### src/rtl/ccff_chain_loader_pkg.sv
// Shared types and constants for the ccff chain loader: FSM states, sb_1__1_ chain geometry, clog2.
package ccff_pkg;

   typedef enum logic [2:0] {
      IDLE  = 3'd0,
      FETCH = 3'd1,
      SHIFT = 3'd2,
      DONE  = 3'd3,
      ERR   = 3'd4
   } state_t;

   // 8 size-9 muxes and 4 size-8 muxes, each 2-level: 8*8 + 4*6 = 88 config bits.
   localparam int MUX_SIZE9_CCFF_BITS = 8;
   localparam int MUX_SIZE8_CCFF_BITS = 6;
   localparam int SB_1_1_CHAIN_LEN    = 88;

   function automatic int clog2(input int value);
      int r;
      r = 0;
      for (int i = 0; i < 31; i++) begin
         if ((1 << i) < value) r = i + 1;
      end
      return r;
   endfunction

endpackage

### src/rtl/ccff_chain_loader_if.sv
// Bitstream word channel. A word transfers on any prog_clk edge where cfg_valid && cfg_ready.
interface ccff_chain_loader_if #(parameter int WORD_W = 32);
   logic [WORD_W-1:0] cfg_data;
   logic              cfg_valid;
   logic              cfg_ready;

   modport master (output cfg_data, output cfg_valid, input cfg_ready);
   modport slave  (input cfg_data, input cfg_valid, output cfg_ready);
endinterface

### src/rtl/ccff_chain_loader_stall_timer.sv
// Counts consecutive stalled FETCH cycles; term flags the STALL_MAX-th stalled cycle.
module ccff_stall_timer
   import ccff_pkg::*;
#(
   parameter int STALL_MAX = 1024
) (
   input  logic clk,
   input  logic rst,
   input  logic clear,
   input  logic en,
   output logic term
);

   localparam int CW = (clog2(STALL_MAX) < 1) ? 1 : clog2(STALL_MAX);

   logic [CW-1:0] cnt;

   always_ff @(posedge clk) begin
      if (rst || clear) cnt <= '0;
      else if (en && !term) cnt <= cnt + 1'b1;
   end

   assign term = (cnt == CW'(STALL_MAX - 1));

endmodule

### src/rtl/ccff_chain_loader.sv
// Serializes bitstream words MSB-first into one ccff chain segment with a gated chain clock-enable.
// Define CCFF_LOADER_READBACK_EN to capture ccff_tail into rb_data/rb_valid while shifting.
module ccff_chain_loader
   import ccff_pkg::*;
#(
   parameter int CHAIN_LEN = 88,
   parameter int WORD_W    = 32,
   parameter int STALL_MAX = 1024
) (
   input  logic                prog_clk,
   input  logic                pReset,
   input  logic                start,
   ccff_chain_loader_if.slave  cfg,
   output logic                ccff_head,
   output logic                chain_en,
   input  logic                ccff_tail,
   output logic                busy,
   output logic                done,
   output logic                err,
`ifdef CCFF_LOADER_READBACK_EN
   output logic [WORD_W-1:0]   rb_data,
   output logic                rb_valid,
`endif
   output state_t              state
);

   localparam int BCW = clog2(CHAIN_LEN + 1);
   localparam int WBW = clog2(WORD_W + 1);

   state_t            nxt_state;
   logic [WORD_W-1:0] shift_reg, shift_nx;
   logic [BCW-1:0]    bit_cnt, bit_cnt_nx;
   logic [WBW-1:0]    word_bits, word_bits_nx;
   logic              err_nx;
   logic              stall_term;
   int                remaining;

   ccff_stall_timer #(.STALL_MAX(STALL_MAX)) u_stall_timer (
      .clk   (prog_clk),
      .rst   (pReset),
      .clear ((state != FETCH) || cfg.cfg_valid),
      .en    ((state == FETCH) && !cfg.cfg_valid),
      .term  (stall_term)
   );

   always_comb begin
      nxt_state    = state;
      shift_nx     = shift_reg;
      bit_cnt_nx   = bit_cnt;
      word_bits_nx = word_bits;
      err_nx       = err;
      remaining    = CHAIN_LEN - int'(bit_cnt);
      case (state)
         IDLE: begin
            if (start) begin
               nxt_state  = FETCH;
               err_nx     = 1'b0;
               bit_cnt_nx = '0;
            end
         end
         FETCH: begin
            if (cfg.cfg_valid) begin
               nxt_state    = SHIFT;
               shift_nx     = cfg.cfg_data;
               // Final word may be partial: its low-order leftovers are never shifted.
               word_bits_nx = WBW'((remaining < WORD_W) ? remaining : WORD_W);
            end else if (stall_term) begin
               nxt_state = ERR;
               err_nx    = 1'b1;
            end
         end
         SHIFT: begin
            shift_nx     = shift_reg << 1;
            bit_cnt_nx   = bit_cnt + 1'b1;
            word_bits_nx = word_bits - 1'b1;
            if (bit_cnt_nx == BCW'(CHAIN_LEN)) nxt_state = DONE;
            else if (word_bits == WBW'(1))     nxt_state = FETCH;
         end
         DONE:    nxt_state = IDLE;
         ERR:     nxt_state = IDLE;
         default: nxt_state = IDLE;
      endcase
   end

   // Outputs are registered from the next state so chain_en and ccff_head flip on the same edge.
   always_ff @(posedge prog_clk) begin
      if (pReset) begin
         state         <= IDLE;
         shift_reg     <= '0;
         bit_cnt       <= '0;
         word_bits     <= '0;
         err           <= 1'b0;
         chain_en      <= 1'b0;
         ccff_head     <= 1'b0;
         cfg.cfg_ready <= 1'b0;
         busy          <= 1'b0;
         done          <= 1'b0;
      end else begin
         state         <= nxt_state;
         shift_reg     <= shift_nx;
         bit_cnt       <= bit_cnt_nx;
         word_bits     <= word_bits_nx;
         err           <= err_nx;
         chain_en      <= (nxt_state == SHIFT);
         ccff_head     <= (nxt_state == SHIFT) && shift_nx[WORD_W-1];
         cfg.cfg_ready <= (nxt_state == FETCH);
         busy          <= (nxt_state == FETCH) || (nxt_state == SHIFT);
         done          <= (nxt_state == DONE);
      end
   end

`ifdef CCFF_LOADER_READBACK_EN
   logic [WORD_W-1:0] cap, cap_nx;
   logic [WORD_W:0]   cap_ext;
   logic [WBW-1:0]    cap_cnt;

   assign cap_ext = {cap, ccff_tail};
   assign cap_nx  = cap_ext[WORD_W-1:0];

   // The old chain contents fall out of the tail while the new bits go in at the head.
   always_ff @(posedge prog_clk) begin
      if (pReset) begin
         cap      <= '0;
         cap_cnt  <= '0;
         rb_data  <= '0;
         rb_valid <= 1'b0;
      end else begin
         rb_valid <= 1'b0;
         if (state == SHIFT) begin
            if ((cap_cnt == WBW'(WORD_W - 1)) || (bit_cnt_nx == BCW'(CHAIN_LEN))) begin
               rb_valid <= 1'b1;
               rb_data  <= cap_nx << (WORD_W - 1 - int'(cap_cnt));
               cap      <= '0;
               cap_cnt  <= '0;
            end else begin
               cap     <= cap_nx;
               cap_cnt <= cap_cnt + 1'b1;
            end
         end else if (state == IDLE) begin
            cap     <= '0;
            cap_cnt <= '0;
         end
      end
   end
`else
   logic unused_tail;
   assign unused_tail = ccff_tail;
`endif

endmodule

### src/flat_wrapper.sv
// flat-port wrapper written by rule: the top's interface ports become plain ports
module ccff_chain_loader_flat import ccff_pkg::*;
#(
   parameter int CHAIN_LEN = 88,
   parameter int WORD_W    = 32,
   parameter int STALL_MAX = 1024
)
  (prog_clk, pReset, start, ccff_head, chain_en, ccff_tail, busy, done, err, state, cfg_cfg_data, cfg_cfg_valid, cfg_cfg_ready);
  ccff_chain_loader_if #(.WORD_W(WORD_W)) cfg_i ();
  input  logic prog_clk;
  input  logic pReset;
  input  logic start;
  output logic ccff_head;
  output logic chain_en;
  input  logic ccff_tail;
  output logic busy;
  output logic done;
  output logic err;
  output state_t state;
  input wire logic [$bits(cfg_i.cfg_data)-1:0] cfg_cfg_data;
  input wire logic [$bits(cfg_i.cfg_valid)-1:0] cfg_cfg_valid;
  output wire logic [$bits(cfg_i.cfg_ready)-1:0] cfg_cfg_ready;
  assign cfg_i.cfg_data = cfg_cfg_data;
  assign cfg_i.cfg_valid = cfg_cfg_valid;
  assign cfg_cfg_ready = cfg_i.cfg_ready;
  ccff_chain_loader #(.CHAIN_LEN(CHAIN_LEN), .WORD_W(WORD_W), .STALL_MAX(STALL_MAX)) u_core (.prog_clk(prog_clk), .pReset(pReset), .start(start), .cfg(cfg_i), .ccff_head(ccff_head), .chain_en(chain_en), .ccff_tail(ccff_tail), .busy(busy), .done(done), .err(err), .state(state));
endmodule
### config.mk
export PLATFORM = sky130hd
export DESIGN_NAME = ccff_chain_loader_flat
export DESIGN_NICKNAME = d
export VERILOG_FILES = /design/src/rtl/ccff_chain_loader_pkg.sv /design/src/rtl/ccff_chain_loader_if.sv /design/src/rtl/ccff_chain_loader_stall_timer.sv /design/src/rtl/ccff_chain_loader.sv /design/src/flat_wrapper.sv
export SDC_FILE = /design/constraint.sdc
export NUM_CORES = 1
export LEC_CHECK = 0
export ABC_CLOCK_PERIOD_IN_PS = 2340
export CORE_ASPECT_RATIO = 1.2
export CORE_UTILIZATION = 54
export DETAILED_ROUTE_END_ITERATION = 8
export PLACE_DENSITY_LB_ADDON = 0.3
export SYNTH_ARGS = -nofsm -noshare
export SYNTH_HDL_FRONTEND = slang
export SYNTH_HIERARCHICAL = 1
export SYNTH_SLANG_ARGS = --single-unit
### constraint.sdc
create_clock -name prog_clk -period 2.34 [get_ports prog_clk]
set_input_delay 0.351 -clock prog_clk [delete_from_list [all_inputs] [get_ports prog_clk]]
set_output_delay 0.351 -clock prog_clk [all_outputs]
set_load 0.03 [all_outputs]
==> results of run 1 <==
[where the power goes]
group          leakage [nW]  switching (mW)  internal (mW)  total, mW
clock network        0.0948           0.411          0.481      0.892
registers             0.519          0.0234           1.12       1.15
logic                 0.660           0.127          0.123      0.249
total                  1.27           0.561           1.73       2.29
[critical path, stage by stage (launching register included)]
cell and delay, ns:
sky130_fd_sc_hd__dfxtp_1 0.34, sky130_fd_sc_hd__ha_1 0.23, sky130_fd_sc_hd__and2_2 0.25, sky130_fd_sc_hd__and3_2 0.21, sky130_fd_sc_hd__nor2_1 0.17, sky130_fd_sc_hd__a21oi_1 0.11, sky130_fd_sc_hd__o32ai_2 0.22, sky130_fd_sc_hd__a31oi_1 0.08
sky130_fd_sc_hd__or2_4 0.26, sky130_fd_sc_hd__o21ai_2 0.12
[area by class of cell]
class	instances	area, um2
clock buffers	9	124
fillers	455	1630
flip-flops and latches	64	1280
multi-input cells	273	1640
clock inverters	6	61.3
repair buffers	53	515
inverters	12	45.0
well taps	62	77.6
[placed cells by master, fill, tap and decap left out, types with 8 or more instances in the layout]
| cell type | Yosys | final |
|---|---|---|
| sky130_fd_sc_hd__a22oi_1 | 31 | 31 |
| sky130_fd_sc_hd__buf_4 | 0 | 8 |
| sky130_fd_sc_hd__inv_1 | 11 | 11 |
| sky130_fd_sc_hd__nand3_1 | 9 | 9 |
| sky130_fd_sc_hd__a31oi_1 | 10 | 10 |
| sky130_fd_sc_hd__clkbuf_8 | 0 | 9 |
| sky130_fd_sc_hd__dfxtp_1 | 64 | 64 |
| sky130_fd_sc_hd__a21oi_1 | 48 | 48 |
| sky130_fd_sc_hd__nor2_1 | 25 | 25 |
| sky130_fd_sc_hd__nor3_1 | 13 | 13 |
| sky130_fd_sc_hd__clkdlybuf4s50_1 | 0 | 43 |
| sky130_fd_sc_hd__nand2_1 | 55 | 55 |
[per-layer routing]
metal  routed length [um]  global-route usage
met4                  114               0.151
met1                 2960               0.283
met5                    0                   0
met3                  287              0.0516
met2                 3280               0.392
[metrics by stage]
step / utilization / std cells
floorplan: - / 374
global route: 0.697 / 479
global placement: 0.662 / 464
CTS: 0.697 / 479
finish: 0.697 / 479
detailed placement: 0.662 / 464
[worst max-delay path by stage]
stage	startpoint	endpoint	slack, ns	depth (start not counted)
after global placement	u_core/u_stall_timer/cnt[0]	u_core/busy	0.34	9
after CTS	u_core/u_stall_timer/cnt[0]	u_core/busy	0.30	9
final	u_core/u_stall_timer/cnt[0]	u_core/busy	0.30	9
after global routing	u_core/bit_cnt[0]	u_core/busy	0.13	7
after detailed placement	u_core/u_stall_timer/cnt[0]	u_core/busy	0.32	9
after floorplan	u_core/state[1]	u_core/u_stall_timer/cnt[7]	0.31	7
[cells by family after synthesis]
logic type                 synth area share
buffers and inverters                0.0513
adders and majority gates            0.0244
AOI/OAI and AO/OA                     0.256
xor gates and xnor gates             0.0143
and+or+nand+nor                       0.217
muxes                                0.0196
DFF                                   0.417
==> results.txt, run 1 <==
The register-to-register setup slack is 0.30 ns, and the post-synthesis cell area is 3070 um2. In the post-synthesis netlist, the biggest area contributors are sky130_fd_sc_hd__dfxtp_1 42%, sky130_fd_sc_hd__a21oi_1 7.8%, sky130_fd_sc_hd__a22oi_1 7.6%, sky130_fd_sc_hd__nand2_1 6.7%, sky130_fd_sc_hd__nor2_1 3.1%. Counting cells, the worst reg-to-reg path comes to 9.

For the sum of negative setup slack, the log shows 0 ns. The kind of capture point of the worst setup path was a flop. Power spread over the standard cell area amounts to 611 nW/um2. The clock passes through at most 2 buffers.

The global-route congestion overflow total was 0. The tools report the starting DRC count in detailed routing as 154. The async set or reset register ratio after synthesis is 0.

The worst-case IR drop observed on VDD is 516 uV. Counting I/O delays and the setup requirement, the final critical path takes 2.04 ns. In the final routed layout, each cell accounts on average for 13.9 um. For the via count of the first global-routing pass, the log shows 2631. For the final estimated routing congestion in global placement, the log shows 0.871. The run gives 0 as the number of max-slew violations in the final report. The worst hold path passes through 2 cells. Setup repair after global routing left no endpoint under its margin. The number of nets produced by synthesis came out at 417.

The worst register-to-register path ends at u_core/busy. In this run the worst path has a maximum fanout of 7. In this run the mean area of a mapped cell was 8.21 um2.

The die covers 5990 um2. The logs give 456 for the final net count and 489 MHz for the highest achievable clock rate. The worst-skew pair later-pin latency came out at 0.34 ns.

The number of distinct library cells after synthesis is 55. The final reports fail on design-rule violations. Using the TritonRoute via totals, the vias-per-cell ratio works out to 5.87. STA classifies the critical path startpoint as a flop. The die span in x came out at 70.8 um. Setup violations remaining at the end of the flow were counted as 0.

For hold timing, the worst endpoint is u_core/bit_cnt[6]. The tools report the final wirelength as 6.64 mm. Initial antenna violation count: 0. For the count of buffers added by post-CTS timing repair for setup, the log shows 0.

The register with the most flip-flops in the layout has 32 of them. The arrival time at the worst endpoint came out at 2.32 ns. The core region is 5370 um2. The number of flops mapped to enable cells by yosys was 0; the overall via count from detail_route was 2810. In this run the remaining antenna-violating nets after routing total 0. The tools report the share of the yosys chip area belonging to registers as 0.417. After routing the design area is 3740 um2. Entering global routing, the biggest net connects 36 pins.

The run finished, with violations left. Required time of the worst setup path: 2.62 ns. TritonCTS built the clock tree.

The initialized floorplan defines 29 standard-cell rows. The most frequent cell after synthesis was sky130_fd_sc_hd__dfxtp_1. The run gives 0.239 as the all-layer global routing usage. The tools report the post-route worst hold slack as 0.441 ns. The completed layout was analyzed and its total power is 2.29 mW.

The HPWL after detailed placement is 4.61 mm, and the transition time at the pin with the least slew margin is 0.545 ns. The number of DRC violations after detailed routing came out at 6. Among all flip-flop cells after synthesis, the most frequent one is sky130_fd_sc_hd__dfxtp_1. Summed over all cells, the static leakage comes to 1.27 nW. The first global-routing pass estimated 11.4 mm of wire. From synthesis to final layout, the design area changed by 21.9%.

The total count of hold-check failures in the final report was 0; the post-CTS clock slew at the launch and capture registers of the worst setup and hold paths was 0.07 ns. The worst hold path begins at pReset. The post-route clock skew is 0.00367 ns. The path class of the tightest hold or removal check is primary input to flop.

The startpoint identified for the worst register-to-register timing path is u_core/u_stall_timer/cnt[0]. sky130_fd_sc_hd__dfxtp_1 takes more of the synthesized area than any other cell. Max-cap violations in this run came to 0. Ratio of final minimum period to clock period: 0.874. The count of boundary I/O pins was 46; the H-tree depth reported by CTS was 3. The fraction of synthesized cell area taken by the top area cell type came out at 0.417. The cell count after synthesis came out at 374. The worst path meets setup with 0.295 ns of slack.

Critical path start-end classification: flop to flop. The first detailed-routing pass ran for 6 iterations. The Yosys step of the flow raised 6 warnings. The count of buffers added on input and output ports is 44. Timing analysis after detailed placement gives a worst setup slack of 0.318 ns.

The post-synthesis sequential element count works out to 64. Summing all placed instances gives a cell area of 3560 um2. Clock tree synthesis selected as its root buffer the cell sky130_fd_sc_hd__clkbuf_8. The tools report the starting density of the core as 0.572.

Buffers inserted to repair hold after CTS numbered 0. The commonest cells after synthesis are 64 x sky130_fd_sc_hd__dfxtp_1, 55 x sky130_fd_sc_hd__nand2_1, 48 x sky130_fd_sc_hd__a21oi_1, 31 x sky130_fd_sc_hd__a22oi_1, 25 x sky130_fd_sc_hd__nor2_1. Measured along the y axis, the die boundary spans 84.6 um. The CTS buffer count was 9; the number of sinks on the clock net was 64. The logs give 0 for the post-cts gate resize count and 0.635 for the relative slew slack. The number of antenna diodes in the final layout is 0.

The fraction of final layout cells sized beyond drive strength 1 was 0.103.
(Power assumes the default switching activity.)
==> run 2: changes to the inputs <==
--- a/config.mk
+++ b/config.mk
@@ -5,10 +5,10 @@
 export SDC_FILE = /design/constraint.sdc
 export NUM_CORES = 1
 export LEC_CHECK = 0
-export ABC_CLOCK_PERIOD_IN_PS = 2340
 export CORE_ASPECT_RATIO = 1.2
-export CORE_UTILIZATION = 54
+export CORE_UTILIZATION = 57
 export DETAILED_ROUTE_END_ITERATION = 8
+export DONT_BUFFER_PORTS = 1
 export PLACE_DENSITY_LB_ADDON = 0.3
 export SYNTH_ARGS = -nofsm -noshare
 export SYNTH_HDL_FRONTEND = slang
==> constraint.sdc (replaced) <==
create_clock -name prog_clk -period 1.8 [get_ports prog_clk]
set_input_delay 0.27 -clock prog_clk [delete_from_list [all_inputs] [get_ports prog_clk]]
set_output_delay 0.27 -clock prog_clk [all_outputs]
set_load 0.03 [all_outputs]
==> results.txt, run 2 (synthesis results as in run 1) <==
For the post-route worst hold slack, the log shows 0.0616 ns (-0.379 ns). The wire length of the first global-routing pass is 11.5 mm (+1.3%), and the CTS buffer count is 9 (unchanged). Traced cell by cell, the critical path runs through or3_4 > or3b_4 > o32ai_2 > a31oi_1 > or2_4 > o21ai_2. For the relative slew slack, the log shows 0.747 (+0.112).

The tools report the core footprint as 5040 um2 (-6.1%). In this run the critical register-to-register path is launched from u_core/word_bits[2]. The run gives 0.35 ns (about the same) as the worst-skew pair later-pin latency. The area of the die came out at 5690 um2 (-5.1%). Setup repair after global routing could not meet its margin everywhere. The tools report the total of max-cap violations as 0 (unchanged). Number of DRC violations after detailed routing: 0 (-6). Cell type of the slowest stage on the worst timing path: sky130_fd_sc_hd__or3b_4.

The count of boundary I/O pins is 46 (unchanged), and the leakage component of the power is 1.28 nW (+0.71%). For the highest achievable clock rate, the log shows 563 MHz (+15%). The tools report the deepest clock path buffer count as 2 (unchanged). The via count of the first global-routing pass came out at 2516 (-4.4%).

The run gives 0 (unchanged) as the total count of hold-check failures in the final report. The die span in x was 69 um (-2.6%); the starting density of the core was 0.609 (+0.0369). For the final wirelength, the log shows 7.36 mm (+11%).

The terminus of the critical flop-to-flop path was u_core/busy. The post-route clock skew is 0.00899 ns (+0.00532 ns). The flow ran to the end, and the final reports show no timing, DRC or antenna violations. The final estimated routing congestion in global placement was 0.867 (-0.46%); the H-tree depth reported by CTS was 3 (unchanged).

The required time of the worst setup path is 2.08 ns (-0.54 ns), and the via count normalized by instance count is 6.12 (+4.3%). The run gives 177 (+15%) as the starting DRC count in detailed routing. The sort of element at the start of the critical path was a flop.

The transition time at the pin with the least slew margin came out at 0.376 ns (-0.169 ns). The flip-flop count of the largest register, all copies and words added was 32 (unchanged); the post-route total power was 2.94 mW (+29%). The worst setup path is captured at a flop. The critical path in this run is classified as flop to flop.

The detailed-router iteration count before antenna repair is 4 (-2), and the HPWL after detailed placement is 4.67 mm (+1.4%). The run gives 28 (-3.4%) as the row count. Average wire length per cell after detail routing: 15.8 um (+14%). The critical path buffer and inverter count was 0 (unchanged); the number of stages on the worst hold path was 2 (unchanged). The area growth from synthesis to layout is 19.8%. The depth of the most critical reg-to-reg path works out to 6 (-3).

The longest individual stage delay on the worst path works out to 0.40 ns (+0.06 ns). The post-CTS clock slew at the launch and capture registers of the worst setup and hold paths was 0.07 ns (about the same); the count of input and output buffers was 0 (-100%). The clock root buffer master is sky130_fd_sc_hd__clkbuf_8. Ratio of final minimum period to clock period: 0.986 (+0.112). The tools report the count of endpoints failing setup in the final report as 0 (unchanged).

TritonCTS built the clock tree. The path class of the tightest hold or removal check is primary input to flop. For the worst vdd rail ir drop, the log shows 548 uV (+6.2%).

The number of max-slew violations in the final report was 0 (unchanged); the largest driver fanout on the critical path was 3 (-4). The final cell utilization of the core came out at 0.729 (+0.0323). The global-route congestion overflow total was 0 (unchanged); the final critical path time including I/O delays and setup was 1.77 ns (-0.270 ns). The power per cell area was 799 nW/um2 (+31%); the height of the die was 82.4 um (-2.6%). The tools report the all-layer global routing usage as 0.254 (+0.0149). For hold timing, the worst endpoint is u_core/shift_reg[0].

The tools report the register-to-register setup slack as 0.03 ns (-0.27 ns). In the layout the commonest cells are 57 x sky130_fd_sc_hd__dfxtp_1, 55 x sky130_fd_sc_hd__nand2_1, 46 x sky130_fd_sc_hd__a21oi_1. The final non-filler cell total was 465 (-2.9%). The count of inserted antenna diode cells came out at 0 (unchanged). For the final antenna-violating net count, the log shows 0 (unchanged).

Leaving out fill and tap cells, the most frequent cell in the layout is sky130_fd_sc_hd__dfxtp_1. The pin count of the biggest net entering global routing came out at 47 (+31%). For the initial antenna violation count, the log shows 0 (unchanged). In this run the most critical hold path is launched from cfg_cfg_data[0].

The fraction of final layout cells sized beyond drive strength 1 is 0.230 (+0.127), and the overall via count from detail_route is 2845 (+1.2%). The tools report the total instance count after detailed placement as 443 (-4.5%). For the number of sinks on the clock net, the log shows 64 (unchanged). The run gives 2.05 ns (-0.27 ns) as the arrival time at the worst endpoint. The critical path starts at u_core/word_bits[2]. For the final net count, the log shows 444 (-2.6%). The category of cells accounting for the largest share of critical-path delay is simple AND/OR/NAND/NOR gates.
==> run 2: worst max path at each step <==
| stage | end | slack [ns] | depth (start not counted) |
|---|---|---|---|
| 6_report | u_core/busy | 0.03 | 6 |
| 3_3_place_gp | u_core/word_bits[3] | 0.03 | 7 |
| 4_1_cts | u_core/word_bits[3] | 0.0007 | 7 |
| 2_1_floorplan | u_core/busy | -0.05 | 10 |
| 5_1_grt | u_core/busy | -0.01 | 6 |
| 3_5_place_dp | u_core/word_bits[3] | -0.08 | 7 |
==> run 2: timing repair <==
item	4_1_cts	5_1_grt
endpoints found under the setup margin	4	10
hold endpoints to repair	46	0
resized for setup	4	13
hold buffers	2	0
pin swaps	1	11
setup buffers	0	5
==> run 2: area by class of cell <==
type                       instances  area [um2]
clock buffer                       9         124
clock inverter                     6        61.3
fill                             378        1370
inverter                          12        45.0
multi-input combinational        273        1740
sequential                        64        1290
tap                               60        75.1
timing repair buffer              41         335
==> run 2: through the flow <==
step	setup TNS [ns]	worst slack (ns)	area [um2]
2_1_floorplan	-0.111	-0.0501	3120
3_3_place_gp	0	0.0276	3350
3_5_place_dp	-0.191	-0.0770	3350
4_1_cts	0	0.000715	3580
5_1_grt	-0.0150	-0.0124	3680
6_report	0	0.0252	3680
==> run 2: worst register-to-register path, delay by kind of cell (launching register included) <==
family          cells  cell delay [ns]
compound gates      3             0.32
flops               1             0.32
simple gates        3             1.08
==> run 2: layer usage <==
layer	wire length, um	global-route usage	vias up
met2	3700	0.417	87
met1	3080	0.316	1348
met4	169	0.131	0
met5	0	0	-
met3	406	0.0595	20
li1	-	-	1390
==> run 2: power breakdown <==
group          leakage, nW  total (mW)  internal, mW  switching (mW)
registers            0.523        1.49          1.46          0.0359
logic                0.665       0.266         0.110           0.156
clock network       0.0948        1.18         0.626           0.555
total                 1.28        2.94          2.19           0.747
==> run 3: changes to the inputs <==
--- a/config.mk
+++ b/config.mk
@@ -6,7 +6,7 @@
 export NUM_CORES = 1
 export LEC_CHECK = 0
 export CORE_ASPECT_RATIO = 1.2
-export CORE_UTILIZATION = 57
+export CORE_UTILIZATION = 45
 export DETAILED_ROUTE_END_ITERATION = 8
 export DONT_BUFFER_PORTS = 1
 export PLACE_DENSITY_LB_ADDON = 0.3
==> results.txt, run 3 (synthesis results as in run 1) <==
Power per cell area: 792 nW/um2 (-0.86%). The global-route congestion overflow total was 0 (unchanged). The tools report the HPWL after detailed placement as 4.74 mm (+1.6%). The run finished, with violations left. The pin count of the biggest net entering global routing is 35 (-26%), and the worst setup slack after layout is -0.0000733 ns (-0.0252 ns).

The largest driver fanout on the critical path is 3 (unchanged), and the detailed-router iteration count before antenna repair is 4 (unchanged). Clock tree synthesis selected as its root buffer the cell sky130_fd_sc_hd__clkbuf_8. The wire length of the first global-routing pass was 12.1 mm (+4.9%); the leakage component of the power was 1.30 nW (+1.1%). Path type of the worst min-delay path: primary input to flop. The deepest clock path buffer count was 2 (unchanged); the longest individual stage delay on the worst path was 0.42 ns (+0.02 ns). The worst setup path is captured at a flop. The count of endpoints failing setup in the final report was 1 (+1); the number of max-slew violations in the final report was 0 (unchanged). The run gives 0.34 ns (about the same) as the worst-skew pair later-pin latency.

The height of the die was 92.5 um (+12%). The H-tree depth reported by CTS was 3 (unchanged); the CTS buffer count was 9 (unchanged). The via count normalized by instance count is 5.68 (-7.1%).

The transition time at the pin with the least slew margin was 0.601 ns (+0.225 ns). The category of cells accounting for the largest share of critical-path delay was simple AND/OR/NAND/NOR gates. The tools report the total count of hold-check failures in the final report as 0 (unchanged).

The logs give 0.212 (-0.0422) for the all-layer global routing usage and 0 (unchanged) for the final antenna-violating net count. The run gives 2.94 mW (+0.11%) as the post-route total power. The required time of the worst setup path was 2.08 ns (about the same); the starting DRC count in detailed routing was 132 (-25%). The signal on the critical path passes through or3_4 > or3b_4 > a221oi_1 > nor3_2 > o21ai_2.

The total of max-cap violations was 0 (unchanged). The row count was 32 (+14%). The post-CTS clock slew at the launch and capture registers of the worst setup and hold paths was 0.07 ns (about the same); the die span in x was 77.4 um (+12%). The library cells used most frequently in the layout, excluding fill and tap cells, are 55 x sky130_fd_sc_hd__nand2_1, 55 x sky130_fd_sc_hd__dfxtp_1, 46 x sky130_fd_sc_hd__a21oi_1. The initial antenna violation count came out at 0 (unchanged). The logs give 7.32 mm (-0.57%) for the final wirelength and 477 uV (-13%) for the worst vdd rail ir drop. Core footprint: 6530 um2 (+29%).

Cell type of the slowest stage on the worst timing path: sky130_fd_sc_hd__or3b_4. The critical path start-end classification is flop to flop. Ratio of final minimum period to clock period: 1.00 (+0.0140). Number of DRC violations after detailed routing: 0 (unchanged). Relative slew slack: 0.598 (-0.150). The starting density of the core is 0.470 (-0.138), and the highest achievable clock rate is 556 MHz (-1.4%).

The checks that failed: negative setup slack. From synthesis to final layout, the design area changed by 21.0%. The run gives 7160 um2 (+26%) as the area of the die.

The tools report the count of boundary I/O pins as 46 (unchanged). For the final non-filler cell total, the log shows 492 (+5.8%). The final estimated routing congestion in global placement is 0.842 (-2.9%), and the via count of the first global-routing pass is 2692 (+7.0%).

The average wire length per cell after detail routing works out to 14.9 um (-6.0%). The critical path buffer and inverter count works out to 0 (unchanged). Sum of negative setup slack: -0.0000733 ns (-0.0000733 ns). The overall via count from detail_route came out at 2796 (-1.7%).

The logs give 446 (+0.45%) for the final net count and 471 (+6.3%) for the total instance count after detailed placement. The worst setup path is launched from a flop. The count of input and output buffers came out at 0 (unchanged). Number of sinks on the clock net: 64 (unchanged). The count of inserted antenna diode cells came out at 0 (unchanged). The final critical path time including I/O delays and setup was 1.80 ns (+0.0252 ns). The fraction of final layout cells sized beyond drive strength 1 was 0.241 (+0.0112). The final cell utilization of the core was 0.569 (-0.160). TritonCTS built the clock tree.

Setup repair after global routing could not meet its margin everywhere. Flip-flop count of the largest register, all copies and words added: 32 (unchanged). The tools report the post-route clock skew as 0.00784 ns (-0.00115 ns). The run gives 2.08 ns (+0.03 ns) as the arrival time at the worst endpoint.
## run 3: worst paths after layout
check	end	slack [ns]	from	depth (start not counted)
setup / recovery	u_core/busy	-0.00007	u_core/word_bits[2]	5
hold / removal	u_core/err	0.01	pReset	1
setup reg to reg	u_core/busy	-0.00007	u_core/word_bits[2]	5
hold reg to reg	u_core/shift_reg[5]	0.46	u_core/shift_reg[5]	2
## run 3: per-layer routing
metal  track usage  vias to the layer above  part of all wire
met5             0                        -                 0
li1              -                     1407                 -
met4         0.101                        0             0.015
met2         0.359                       61              0.50
met3        0.0414                        9             0.043
met1         0.256                     1319              0.44
## run 3: layout make-up
cell class,instances,area [um2]
fillers,602,2810
multi-input cells,273,1730
flip-flops and latches,64,1290
repair buffers,43,350
clock buffers,9,124
well taps,85,106
clock inverters,6,61.3
inverters,12,45.0
## run 3: timing repair
action	4_1_cts	5_1_grt
hold buffers	2	0
buffers inserted	0	4
gates resized for setup	3	15
setup endpoints to repair	3	14
pin swaps	2	6
endpoints found under the hold margin	33	0
## run 3: through the flow
step / cell area (um2) / setup slack [ns] / hold WS, ns
6_report: 3710 / -0.0000733 / 0.0137
5_1_grt: 3710 / -0.0637 / 0.00532
4_1_cts: 3630 / 0.0117 / 0.00380
3_5_place_dp: 3400 / -0.0594 / 0.340
3_3_place_gp: 3400 / 0.00970 / 0.342
2_1_floorplan: 3120 / -0.0501 / 0.406
## run 3: report_power, final
group | switching, mW | leakage (nW) | internal (mW)
clock | 0.556 | 0.0948 | 0.626
combinational | 0.154 | 0.678 | 0.112
sequential | 0.0367 | 0.523 | 1.46
